===== src/rtl/sum_display_pkg.sv =====
// Shared constants for the two-digit sum display driver.
// Segment patterns are active-high, bit order {g,f,e,d,c,b,a}.
package sum_display_pkg;

    localparam logic [6:0] SEG_0     = 7'b0111111;
    localparam logic [6:0] SEG_1     = 7'b0000110;
    localparam logic [6:0] SEG_2     = 7'b1011011;
    localparam logic [6:0] SEG_3     = 7'b1001111;
    localparam logic [6:0] SEG_4     = 7'b1100110;
    localparam logic [6:0] SEG_5     = 7'b1101101;
    localparam logic [6:0] SEG_6     = 7'b1111101;
    localparam logic [6:0] SEG_7     = 7'b0000111;
    localparam logic [6:0] SEG_8     = 7'b1111111;
    localparam logic [6:0] SEG_9     = 7'b1101111;
    localparam logic [6:0] SEG_BLANK = 7'b0000000;

    localparam logic DIG_UNITS = 1'b0;
    localparam logic DIG_TENS  = 1'b1;

    function automatic int clog2(input int value);
        int w;
        w = 0;
        for (int i = 0; i < 31; i++) begin
            if ((1 << i) < value) w = i + 1;
        end
        return w;
    endfunction

endpackage


===== src/rtl/seg7_decoder.sv =====
// Combinational BCD digit to active-high 7-segment pattern.
// Codes 10..15 decode to a blank digit.
module seg7_decoder
    import sum_display_pkg::*;
(
    input  logic [3:0] digit,
    output logic [6:0] pattern
);

    always_comb begin
        pattern = SEG_BLANK;
        case (digit)
            4'd0:    pattern = SEG_0;
            4'd1:    pattern = SEG_1;
            4'd2:    pattern = SEG_2;
            4'd3:    pattern = SEG_3;
            4'd4:    pattern = SEG_4;
            4'd5:    pattern = SEG_5;
            4'd6:    pattern = SEG_6;
            4'd7:    pattern = SEG_7;
            4'd8:    pattern = SEG_8;
            4'd9:    pattern = SEG_9;
            default: pattern = SEG_BLANK;
        endcase
    end

endmodule


===== src/rtl/sum_display_driver.sv =====
// Latches the adder sum and multiplexes it onto a 2-digit 7-segment display.
// Define LEADING_ZERO_BLANK_EN to blank the tens digit for sums below 10.
module sum_display_driver
    import sum_display_pkg::*;
#(
    parameter int REFRESH_DIV    = 50000,
    parameter bit SEG_ACTIVE_LOW = 1'b1,
    parameter bit AN_ACTIVE_LOW  = 1'b1
) (
    input  logic       clk,
    input  logic       rst,
    input  logic [4:0] S,
    input  logic       sum_valid,
    output logic [6:0] seg,
    output logic [1:0] an,
    output logic       frame_start
);

    localparam int            CW      = clog2(REFRESH_DIV);
    localparam logic [CW-1:0] CNT_MAX = CW'(REFRESH_DIV - 1);
    localparam logic [6:0]    SEG_OFF = SEG_ACTIVE_LOW ? 7'h7F : 7'h00;
    localparam logic [1:0]    AN_OFF  = AN_ACTIVE_LOW ? 2'b11 : 2'b00;

    logic [CW-1:0] cnt;
    logic          digit_sel;
    logic [4:0]    pending;
    logic [4:0]    shadow;
    logic          wrap;
    logic          boundary;
    logic [1:0]    tens;
    logic [4:0]    ten_off;
    logic [3:0]    units;
    logic [3:0]    digit;
    logic [6:0]    pattern;
    logic [6:0]    lit;
    logic [1:0]    an_on;

    assign wrap     = (cnt == CNT_MAX);
    assign boundary = wrap && (digit_sel == DIG_TENS);

    // Range compare instead of divide: the sum never exceeds 31.
    always_comb begin
        tens    = 2'd0;
        ten_off = 5'd0;
        if (shadow >= 5'd30) begin
            tens    = 2'd3;
            ten_off = 5'd30;
        end else if (shadow >= 5'd20) begin
            tens    = 2'd2;
            ten_off = 5'd20;
        end else if (shadow >= 5'd10) begin
            tens    = 2'd1;
            ten_off = 5'd10;
        end
        units = 4'(shadow - ten_off);
    end

    assign digit = (digit_sel == DIG_TENS) ? {2'b00, tens} : units;

    seg7_decoder u_dec (
        .digit   (digit),
        .pattern (pattern)
    );

    always_comb begin
        lit = pattern;
`ifdef LEADING_ZERO_BLANK_EN
        if ((digit_sel == DIG_TENS) && (tens == 2'd0)) lit = SEG_BLANK;
`else
        lit = pattern;
`endif
    end

    always_comb begin
        an_on            = 2'b00;
        an_on[digit_sel] = 1'b1;
    end

    always_ff @(posedge clk or posedge rst) begin
        if (rst) begin
            cnt         <= '0;
            digit_sel   <= DIG_UNITS;
            pending     <= 5'd0;
            shadow      <= 5'd0;
            seg         <= SEG_OFF;
            an          <= AN_OFF;
            frame_start <= 1'b0;
        end else begin
            cnt <= wrap ? '0 : cnt + 1'b1;
            if (wrap) digit_sel <= ~digit_sel;
            if (sum_valid) pending <= S;
            // Shadow only moves at a frame edge so a frame never mixes two sums.
            if (boundary) shadow <= pending;
            frame_start <= boundary;
            seg <= SEG_ACTIVE_LOW ? ~lit : lit;
            an  <= AN_ACTIVE_LOW ? ~an_on : an_on;
        end
    end

endmodule

===== config.mk =====
export PLATFORM = sky130hd
export DESIGN_NAME = sum_display_driver
export DESIGN_NICKNAME = d
export VERILOG_FILES = /design/src/rtl/sum_display_pkg.sv /design/src/rtl/seg7_decoder.sv /design/src/rtl/sum_display_driver.sv
export SDC_FILE = /design/constraint.sdc
export NUM_CORES = 1
export LEC_CHECK = 0
export CORE_MARGIN = 10
export CORE_UTILIZATION = 56
export DETAILED_ROUTE_END_ITERATION = 10
export PLACE_DENSITY_LB_ADDON = 0.3
export SLEW_MARGIN = 0
export SYNTH_ARGS = -nofsm -noshare
export SYNTH_HDL_FRONTEND = slang
export SYNTH_HIERARCHICAL = 1
export SYNTH_SLANG_ARGS = --single-unit

===== constraint.sdc =====
create_clock -name clk -period 2.89 [get_ports clk]
set_clock_uncertainty 0.15 [all_clocks]
set_input_delay 0.578 -clock clk [delete_from_list [all_inputs] [get_ports clk]]
set_output_delay 0.578 -clock clk [all_outputs]
set_load 0.05 [all_outputs]

==> out/results.tsv <==
stage	metric	value	unit
finish	fill_cells	231	
finish	diodes	0	
synth	synthArstFlopShare	100.0	%
setup_path	crit_start	shadow[2]$_DFFE_PP0P_	
synth	synth_edf_count	0	
power_and_ir_drop	p_leak	1.010	nW
grt	grt_max_degree	38	
sta	finalSetupViolCount	0	
route	vias_per_cell	5.031	
clock_tree	htreeDepth	2	
finish	seq_area	937.1	sq um
power_and_ir_drop	switching_share	22.93	%
run	drv_cap	0	
hold_path	hold_class	flip-flop to flip-flop	
sta	finalCritPeriodShare	87.46	%
sta	slew_viol_final	0	
synth	synth.cell_area	1812	sq um
power_and_ir_drop	p_sw	0.1882	mW
clock_tree	hold_buffers	0	
route	ant_nets	0	
synth	synth_area_leaders	dfrtp_1, dfstp_2, ha_1, mux2_4, xnor2_1	
synth	synth-seq-area-share	51.73	%
sta	rsz0062_at_grt	false	
run_status	status	complete, no violations	
grt	grt_pass1_wl	5.299	mm
floorplan	pin_count	18	
place	dp_cells	217	
floorplan	die-area	5911	sq um
setup_path	critPathKind	flip-flop to flip-flop	
setup_path	worstPathArrival	2.67	ns
sta	tns	0	ns
floorplan	dieHeight	76.88	um
route	drt_iter0_drc	53	
place	numPortBuffers	17	
power_and_ir_drop	seqPwrFrac	64.5	%
floorplan	coreArea	3078	sq um
power_and_ir_drop	peakVddDrop	0.3048	mV
synth	ys_ff_latch	37	
clock_tree	numCtsBuffers	5	
grt	grt_pass1_vias	1196	
floorplan	placementRows	20	
power_and_ir_drop	clkPwrFrac	32.0	%
finish	fin_util	68.29	%
finish	fin_cells	225	
clock_tree	postCtsSetupRepairBufs	0	
clock_tree	root_buffer	clkbuf_4	
sta	slew_headroom	57.67	%
power_and_ir_drop	cellPowerDensity	390.4	nW/um^2
place	dp_hpwl	2.180	mm
route	wirelength	2.887	mm
sta	hold_viol	0	
sta	worst_pin_slew	0.6291	ns
setup_path	cp-end-kind	flip-flop	
finish	layout-area-overhead-vs-synth	16.02	%
synth	ys_types	34	
synth	syn-num-nets	171	
grt	grt_usage	10.69	%
synth	synth_area_per_cell	11.76	sq um
power_and_ir_drop	power	0.8206	mW
sta	post-route-min-period	2.528	ns
clock_tree	clk_latency	0.34	ns
route	vias	1132	
floorplan	die_w	76.88	um
synth	synth.largest_area_cell	dfrtp_1	
sta	max_clock_freq	395.6	MHz
grt	overflow	0	
clock_tree	cts.sinks	37	
synth	synthCells	154	
clock_tree	clk_path_buf_depth	2	
synth	yosysMostFrequentCell	dfrtp_1	
route	drc_errors	0	
setup_path	r2r_start	shadow[2]$_DFFE_PP0P_	
clock_tree	tritoncts	yes	
clock_tree	post_cts_resized	0	
finish	layout-drive-gt1-share	21.55	%
route	wl_per_cell	12.83	um
setup_path	cp_max_fo	10	
finish	fin_nets	197	
floorplan	initial_core_util	58.86	%
power_and_ir_drop	pwr-share-comb	3.5	%
place	place.gp.congestion	0.8730	
clock_tree	clk_pin_slew	0.11	ns
synth	yosysTopAreaCellShare	38.67	%
finish	multiInputGateArea	775.7	sq um
power_and_ir_drop	internal_power	0.6324	mW
route	firstDrtPassIters	4	
grt	antenna_found_initial	0	
setup_path	required	3.03	ns
synth	synth_common_cells	dfrtp_1, inv_1, dfstp_2, nor2_1	
hold_path	worst_hold_startpoint	cnt[15]$_DFF_PP0_	
synth	synth_warnings	6	
setup_path	start_kind	flip-flop	
synth	synthFlopType	dfrtp_1	
layer usage:
| metal | GRT usage (%) | vias up | part of all wire [%] |
|---|---|---|---|
| met5 | 0 | - | 0 |
| met4 | 3.903 | 0 | 1.2 |
| met2 | 17.88 | 26 | 50 |
| met1 | 11.64 | 542 | 43 |
| li1 | - | 560 | - |
| met3 | 4.779 | 4 | 5.9 |
layout make-up:
cell class / instances / area share [%]
clock buffers: 5 / 1.786
clock inverters: 3 / 0.8333
inverters: 19 / 3.393
multi-input cells: 95 / 36.90
flip-flops and latches: 37 / 44.58
well taps: 44 / 2.619
repair buffers: 22 / 9.881
final timing paths:
| kind | end | slack [ns] | depth (start not counted) |
|---|---|---|---|
| worst max-delay path | seg[0]$_DFF_PP1_ | 0.36 | 13 |
| worst min-delay path | cnt[15]$_DFF_PP0_ | 0.34 | 1 |
| worst max register to register | seg[0]$_DFF_PP1_ | 0.36 | 13 |
| worst min register to register | cnt[15]$_DFF_PP0_ | 0.34 | 1 |
| max in group asynchronous | seg[0]$_DFF_PP1_ | 1.78 | 3 |
| min in group asynchronous | cnt[10]$_DFF_PP0_ | 0.47 | 3 |
registers in the layout, summed over array words and instances (netlist names):
name / count
seg: 7
frame_start: 1
cnt: 16
shadow: 5
an: 2
digit_sel: 1
pending: 5
power by group through the flow:
stage | combinational, mW | clock [mW] | sequential (mW)
final | 0.0287 | 0.263 | 0.529
after CTS | 0.0299 | 0.273 | 0.529
after global routing | 0.0327 | 0.297 | 0.530
after global placement | 0.0286 | 0 | 0.538
after floorplan | 0.0151 | 0 | 0.537
after detailed placement | 0.0299 | 0 | 0.539
critical path: stages (launching register included):
cell and delay (ns):
dfrtp_1 0.44, nand2b_1 0.17, a21oi_1 0.07, mux2i_1 0.20, ha_1 0.18, inv_1 0.04, fa_1 0.37, xor2_1 0.17
nor2_1 0.09, buf_4 0.17, nor2_1 0.05, a21oi_1 0.20, o22ai_1 0.11, inv_1 0.06
cell families (layout without fill, tap and decap cells):
family                     Yosys count  count (layout)  share of synthesized area (%)
xor gates and xnor gates            14              14                          6.768
muxes                               16              16                          10.64
AOI/OAI and AO/OA                   15              15                          4.904
adders and majority gates            9               9                          6.630
buffers and inverters               22              49                          5.455
DFF                                 37              37                          51.73
and+or+nand+nor                     41              41                          13.88
cells in the final DEF (no fill, tap or decap), types with 5 or more instances in the layout:
| cell | count |
|---|---|
| mux2_4 | 5 |
| mux2i_1 | 5 |
| o22ai_1 | 5 |
| mux2_2 | 6 |
| inv_1 | 18 |
| dfstp_2 | 9 |
| nand2_1 | 5 |
| xnor2_1 | 8 |
| clkbuf_4 | 5 |
| dfrtp_1 | 28 |
| xor2_1 | 6 |
| buf_4 | 5 |
| nand3_1 | 6 |
| ha_1 | 8 |
| nor2_1 | 9 |
| clkdlybuf4s50_1 | 17 |
stage by stage:
step | worst slack (ns) | instance area, sq um | hold WS, ns
floorplan | 0.5714 | 1812 | 0.2965
finish | 0.3625 | 2102 | 0.3425
global placement | 0.5575 | 2047 | 0.3152
CTS | 0.3545 | 2102 | 0.3391
global route | 0.09236 | 2102 | 0.3693
detailed placement | 0.4063 | 2047 | 0.3246
(Power assumes the default switching activity.)
